==> src/rtl/seq_pkg.sv <==
`default_nettype none
// ============================================================================
// Module      : seq_pkg
// Description : Shared helpers for the serial pattern detector: state width
//               and the prefix/border next-state table built at elaboration.
// Revision    : 1.0 - initial release
// ============================================================================
package seq_pkg;

    localparam int c_MAX_PATTERN_W = 16;
    localparam int c_ENTRY_W       = 4;
    localparam int c_TBL_W         = c_MAX_PATTERN_W * 2 * c_ENTRY_W;

    function automatic int state_width(input int n);
        return ($clog2(n) < 1) ? 1 : $clog2(n);
    endfunction

    // Longest proper prefix of the pattern that is a suffix of
    // (first k pattern bits, b); capping at pw-1 turns a full match into its border.
    function automatic logic [c_ENTRY_W-1:0] next_prefix(
        input logic [c_MAX_PATTERN_W-1:0] pat,
        input int                         pw,
        input int                         k,
        input logic                       b
    );
        int   lmax;
        int   j;
        logic ok;
        logic found;
        logic s_bit;
        next_prefix = '0;
        found       = 1'b0;
        lmax        = (k + 1 < pw - 1) ? k + 1 : pw - 1;
        for (int l = lmax; l > 0; l--) begin
            ok = 1'b1;
            for (int m = 0; m < l; m++) begin
                j     = k + 1 - l + m;
                s_bit = (j == k) ? b : pat[pw - 1 - j];
                if (s_bit != pat[pw - 1 - m]) ok = 1'b0;
            end
            if (ok && !found) begin
                next_prefix = c_ENTRY_W'(l);
                found       = 1'b1;
            end
        end
    endfunction

    // Entry for (state k, input bit b) lives at bit offset (2*k + b) * c_ENTRY_W.
    function automatic logic [c_TBL_W-1:0] build_next_table(
        input logic [c_MAX_PATTERN_W-1:0] pat,
        input int                         pw
    );
        build_next_table = '0;
        for (int k = 0; k < pw; k++) begin
            for (int b = 0; b < 2; b++) begin
                build_next_table[(k * 2 + b) * c_ENTRY_W +: c_ENTRY_W] =
                    next_prefix(pat, pw, k, b[0]);
            end
        end
    endfunction

endpackage
`default_nettype wire

==> src/rtl/sat_counter.sv <==
`default_nettype none
// ============================================================================
// Module      : sat_counter
// Description : Up-counter that sticks at all-ones, with synchronous clear.
// Revision    : 1.0 - initial release
// ============================================================================
module sat_counter #(
    parameter int CNT_W = 8
) (
    input  logic             clk,
    input  logic             rst,
    input  logic             clr,
    input  logic             inc,
    output logic [CNT_W-1:0] count,
    output logic             sat
);

    logic [CNT_W-1:0] r_count;
    logic             w_sat;

    assign w_sat = &r_count;

    always_ff @(posedge clk or posedge rst) begin
        if (rst) begin
            r_count <= '0;
        end else if (clr) begin
            r_count <= '0;
        end else if (inc && !w_sat) begin
            r_count <= r_count + CNT_W'(1);
        end
    end

    assign count = r_count;
    assign sat   = w_sat;

endmodule
`default_nettype wire

==> src/rtl/seq_detector_p.sv <==
`default_nettype none
// ============================================================================
// Module      : seq_detector_p
// Description : Parameterised serial pattern detector with registered match
//               pulse, prefix-length state output and saturating match count.
// Revision    : 1.0 - initial release
// ============================================================================
module seq_detector_p
    import seq_pkg::*;
#(
    parameter int                   PATTERN_W = 4,
    parameter logic [PATTERN_W-1:0] PATTERN   = 4'b1011,
    parameter bit                   OVERLAP   = 1'b1,
    parameter int                   CNT_W     = 8,
    localparam int                  SW        = state_width(PATTERN_W)
) (
    input  logic             clk,
    input  logic             rst,
    input  logic             clear,
    input  logic             in_valid,
    input  logic             i,
    output logic             y,
    output logic [SW-1:0]    state,
    output logic [CNT_W-1:0] match_count,
    output logic             cnt_sat
);

    localparam logic [c_TBL_W-1:0] c_NEXT_TBL =
        build_next_table(c_MAX_PATTERN_W'(PATTERN), PATTERN_W);
    localparam logic [SW-1:0] c_S0   = '0;
    localparam logic [SW-1:0] c_LAST = SW'(PATTERN_W - 1);

    logic [SW-1:0] r_state;
    logic [SW-1:0] w_state_nxt;
    logic          r_y;
    logic          w_y_nxt;
    logic          w_match;
    logic [SW+2:0] w_tbl_base;

    assign w_tbl_base = {r_state, i, 2'b00};

    always_comb begin
        w_state_nxt = r_state;
        w_y_nxt     = 1'b0;
        w_match     = 1'b0;
        if (clear) begin
            w_state_nxt = c_S0;
        end else if (in_valid) begin
            w_match     = (r_state == c_LAST) && (i == PATTERN[0]);
            // On a match the table entry already holds the pattern's border.
            w_state_nxt = c_NEXT_TBL[w_tbl_base +: SW];
            if (w_match) begin
                w_y_nxt = 1'b1;
                if (!OVERLAP) w_state_nxt = c_S0;
            end
        end
    end

    always_ff @(posedge clk or posedge rst) begin
        if (rst) begin
            r_state <= c_S0;
            r_y     <= 1'b0;
        end else begin
            r_state <= w_state_nxt;
            r_y     <= w_y_nxt;
        end
    end

    sat_counter #(
        .CNT_W (CNT_W)
    ) u_match_cnt (
        .clk   (clk),
        .rst   (rst),
        .clr   (clear),
        .inc   (w_match),
        .count (match_count),
        .sat   (cnt_sat)
    );

    assign y     = r_y;
    assign state = r_state;

endmodule
`default_nettype wire
==> config.mk <==
export PLATFORM = sky130hd
export DESIGN_NAME = seq_detector_p
export DESIGN_NICKNAME = d
export VERILOG_FILES = /design/src/rtl/seq_pkg.sv /design/src/rtl/sat_counter.sv /design/src/rtl/seq_detector_p.sv
export SDC_FILE = /design/constraint.sdc
export NUM_CORES = 1
export LEC_CHECK = 0
export CORE_UTILIZATION = 45
export CTS_CLUSTER_DIAMETER = 30
export DETAILED_ROUTE_END_ITERATION = 10
export GPL_ROUTABILITY_DRIVEN = 1
export PLACE_DENSITY = 0.75
export SLEW_MARGIN = 20
export SYNTH_ARGS = -nofsm -noshare
export SYNTH_HDL_FRONTEND = slang
export SYNTH_SLANG_ARGS = --single-unit
==> constraint.sdc <==
create_clock -name clk -period 1.94 [get_ports clk]
set_input_delay 0.194 -clock clk [delete_from_list [all_inputs] [get_ports clk]]
set_output_delay 0.194 -clock clk [all_outputs]
set_load 0.005 [all_outputs]
# After elaboration in Yosys (flattened, before gate mapping)
# Cells that the tools add are included.
[classes] shift=1 n_addsub=1 reduce_logical=6 eq_ne=1 muxes=9
[op_table] cell="128-bit by 6-bit indexed part select with 2-bit output (first input constant)" n=1
[op_table] cell="8-bit two-way mux" n=2
[op_table] cell="8-bit by 1-bit adder with 8-bit output (second input constant)" n=1
[op_table] cell="8-bit AND reduction" n=1
[op_table] cell="1-bit two-way mux" n=5
[op_table] cell="2-bit two-way mux" n=2
[op_table] cell="2-bit nonzero test" n=2
[op_table] cell="2-bit == test (second input constant)" n=1
[op_table] cell="1-bit logical AND" n=2
[op_table] cell="1-bit logical NOT" n=1
[word_totals] input_bits=5 wordCells=21 output_inout_bits=12 register_bits=11

# Longest topological paths before layout
[depth] depth_word=7 ltp_mapped=6 mapped_depth_nobuf=6

# Cells and area by module
# Synthesis repeated with hierarchy kept, for this count alone.
[unflattened] cells_unflattened=60 hier_area_um2=626.9
[modules_own_cells] mod="sat_counter" cells_each=46 seq_area_each_um2=200.2 n_inst=1 area_per_inst_um2=471.7
[modules_own_cells] mod="seq_detector_p" cells_each=14 seq_area_each_um2=75.1 n_inst=1 area_per_inst_um2=155.1

# Least setup slack after synthesis
# Ideal clock, no wire load.
[synth_timing] kind="reg2reg" startpoint="register u_match_cnt.r_count[0], in the netlist u_match_cnt.count[0]" endpoint="register u_match_cnt.r_count[5], in the netlist u_match_cnt.count[5]" path_buffers=0 t_required_ns=1.820 slack_ns=0.383 setup_time_ns=0.120 period_less_slack_ns=1.557 arrival_time_ns=1.437 stages_incl_launch_ff=6 path_cell_list="dfrtp_1 -> ha_1 -> and4_4 -> a211oi_4 -> a21oi_1 -> a31o_1"
[synth_between] elab_chain_cells=4 word_cells_on_any_way=7 classes_between="add/sub: 1; mux: 2; reduce/logical: 4"
[synth_rtl] element="start: declaration" line="sat_counter.sv:18" source="logic [CNT_W-1:0] r_count;"
[synth_rtl] element="start signal: assignment" line="sat_counter.sv:29" source="r_count <= r_count + CNT_W'(1);"
[synth_rtl] element="parallel branches: the longest is 4 deep, another holds 8-bit by 1-bit adder with 8-bit output"
# Parallel ways; which one is timed is not known. The select of a mux whose other input is x is not followed.
# A chain may end at the register's enable or synchronous reset.

# Worst setup path after layout
[layout_timing] startpoint="register u_match_cnt.r_count[0], in the netlist u_match_cnt.count[0]" endpoint="output port cnt_sat"
[layout_between] elab_chain_cells=1
[layout_rtl] element="8-bit AND reduction" line="sat_counter.sv:21" source="assign w_sat = &r_count;"
[layout_rtl] element="end: declaration" line="seq_detector_p.sv:25" source="output logic cnt_sat"
# Every way passes these cells.

==> reports/results.tsv <==
stage	metric	value	unit
layout	layout_commonest_cell	clkdlybuf4s50_1	
clock_tree	clk_path_buf_depth	2	
yosys	synthMuxAreaShare	6.34	%
clock_tree	cts_sinks	11	
floorplanning	io_pins	17	
placed_design	dp_hpwl	919	um
yosys	yosysSeqAreaShare	43.6	%
floorplanning	core	1300	um2
yosys	yosys_warnings	0	
route	routed-wl-met3	57	um
route	dr_wl_met2	590	um
route	ant_nets	0	
route	viasPerCell	5.26	
yosys	synth_top_family_by_area	simple AND/OR/NAND/NOR gates	
route	wirelength	1.25	mm
pwr	power	0.423	mW
layout	drive_gt1_share	14.3	%
route	drcViolationCount	0	
yosys	synth_fp_nets	68	
yosys	synth_compound_area_share	13.9	%
pwr	peakVddDrop	329	uV
clock_tree	root_buffer	clkbuf_4	
route	drtPass1Iterations	3	
pwr	power_density	490	nW/um2
clock_tree	cts_inserted_buffers	3	
global_routing	grt_usage	20.7	%
run_status	outcome	finished, final reports clean	
yosys	netlist_area	632	um2
layout	diodes	0	
timing	finalCriticalPeriod	1850	ps
placed_design	port_buffers	16	
timing	setup_ws	86.9	ps
floorplanning	dieHeight	39.5	um
timing	max_slew_margin	72.3	%
clock_tree	htree_num_levels	1	
yosys	postSynthAreaPerCell	10.4	um2
pwr	leakagePower	0.366	nW
timing	rsz0062_at_grt	false	
yosys	syn_inst	61	
route	wl_met1	589	um
timing	tns	0	ps
yosys	synthSimpleGateAreaFrac	27.7	%
global_routing	grt_pass1_vias	524	
layout	area_growth	36.6	%
worst_setup_path	end_kind	primary output	
timing	setup_violations	0	
yosys	synth_seq_cells	11	
timing	final_hold_viol_count	0	
clock_tree	cts_resized	0	
worst_setup_path	crit_fanout	3	
timing	final_max_slew_viol_count	0	
route	vias	521	
global_routing	grt_max_degree	12	
global_routing	grt_pass1_wl	2.13	mm
worst_setup_path	required	1750	ps
worst_setup_path	start_kind	flip-flop	
layout	final_cell_mix	clkdlybuf4s50_1 (16), nor2_1 (11), dfrtp_1 (11)	
timing	worstMarginPinSlew	415	ps
worst_hold_path	hp-class	in2async	
placed_design	gp_congestion	0.731	
worst_setup_path	critPathKind	reg2out	
route	drt-initial-drc-count	5	
clock_tree	cts_hold_buf	0	
timing	skew	0.382	ps
route	maxUsedRoutingLayer	met4	
timing	hold_ws	222	ps
placed_design	post-place-ws	205	ps
layout	nets	92	
yosys	synth.area.top_cells	dfrtp_1 (44%), nor2_1 (6.5%), mux2i_1 (6.3%)	
floorplanning	dieArea	1560	um2
floorplanning	initial_utilization	48.6	%
yosys	synth_top_area_share	43.6	%
clock_tree	post_cts_buffers	3	
flow_run	max_cap_violations	0	
floorplanning	rows	13	
clock_tree	path_clk_slew	70	ps
timing	fmax	540	MHz
worst_setup_path	arrival	1660	ps
floorplanning	die_w	39.5	um
global_routing	antenna_found_initial	0	
clock_tree	clock_latency	270	ps
route	wire_per_inst	12.6	um
yosys	synth_xor_area_share	2.77	%
yosys	yosysUniqueCellTypes	23	
yosys	yosysTopAreaCell	dfrtp_1	
clock_tree	cts_tree	built	
yosys	yosys.area_share.adder	3.96	%
global_routing	grt_overflow_total	0	
timing	layout_worst_path_cycle_share	95.5	%
[cells by family (layout without fill, tap and decap cells)]
| family | Yosys count | after routing |
|---|---|---|
| AOI/OAI and AO/OA | 8 | 8 |
| xor gates and xnor gates | 2 | 2 |
| adders and majority gates | 2 | 2 |
| buffers and inverters | 3 | 26 |
| DFF | 11 | 11 |
| muxes | 4 | 4 |
| and+or+nand+nor | 31 | 31 |
[cell type report]
type                       instances  area, um2
multi-input combinational         47        345
tap                               15       18.8
clock buffer                       4       26.3
sequential                        11        275
fill                             116        438
timing repair buffer              20        190
inverter                           2       7.51
[worst paths after layout]
path | from | to | slack, ps | cells past startpoint
worst max-delay path | u_match_cnt.count[0]$_DFFE_PP0P_ | cnt_sat | 90 | 4
worst min-delay path | rst | u_match_cnt.count[7]$_DFFE_PP0P_ | 220 | 2
worst max register to register | u_match_cnt.count[0]$_DFFE_PP0P_ | u_match_cnt.count[5]$_DFFE_PP0P_ | 190 | 6
worst min register to register | u_match_cnt.count[2]$_DFFE_PP0P_ | u_match_cnt.count[2]$_DFFE_PP0P_ | 590 | 1
max in group asynchronous | rst | u_match_cnt.count[0]$_DFFE_PP0P_ | 1430 | 2
min in group clk | u_match_cnt.count[2]$_DFFE_PP0P_ | u_match_cnt.count[2]$_DFFE_PP0P_ | 590 | 1
[layer usage]
metal,track usage [%],vias up
met1,23.7,243
met4,7.76,0
li1,-,262
met2,36.1,14
met5,0,-
met3,5.68,2
[synthesized netlist by cell type]
cell type,number
nand2_1,5
nor2b_1,1
nand2b_1,3
a31oi_1,1
a211oi_4,1
inv_1,2
a31o_1,1
and4_4,1
nand3_1,3
nand4_4,1
a41o_1,1
a2111oi_4,1
clkbuf_1,1
dfrtp_1,11
and2_1,1
nor2_1,11
mux2i_1,4
xnor2_1,2
and3_4,1
ha_1,2
and4b_1,1
nor3_1,3
a21oi_1,3
[critical path: stages, from the launching register on]
cell and delay (ps):
dfrtp_1 360, ha_1 200, and4_4 230, and2_1 110, clkdlybuf4s50_1 490
[metrics by stage]
step / cell area [um2] / std cells / utilization, %
floorplan: 632 / 61 / -
global placement: 815 / 92 / 62.6
detailed placement: 815 / 92 / 62.6
CTS: 863 / 99 / 66.3
global route: 863 / 99 / 66.3
finish: 863 / 99 / 66.3
[flip-flops by register name (all words and copies together) (netlist names)]
| signal | count |
|---|---|
| u_match_cnt.count | 8 |
| y | 1 |
| state | 2 |
[power by group]
part / internal [mW] / leakage, nW / switching (mW)
sequential: 0.231 / 0.153 / 0.00261
combinational: 0.0160 / 0.199 / 0.0175
clock: 0.0796 / 0.0150 / 0.0763
Power figures use the tool's default switching activity.
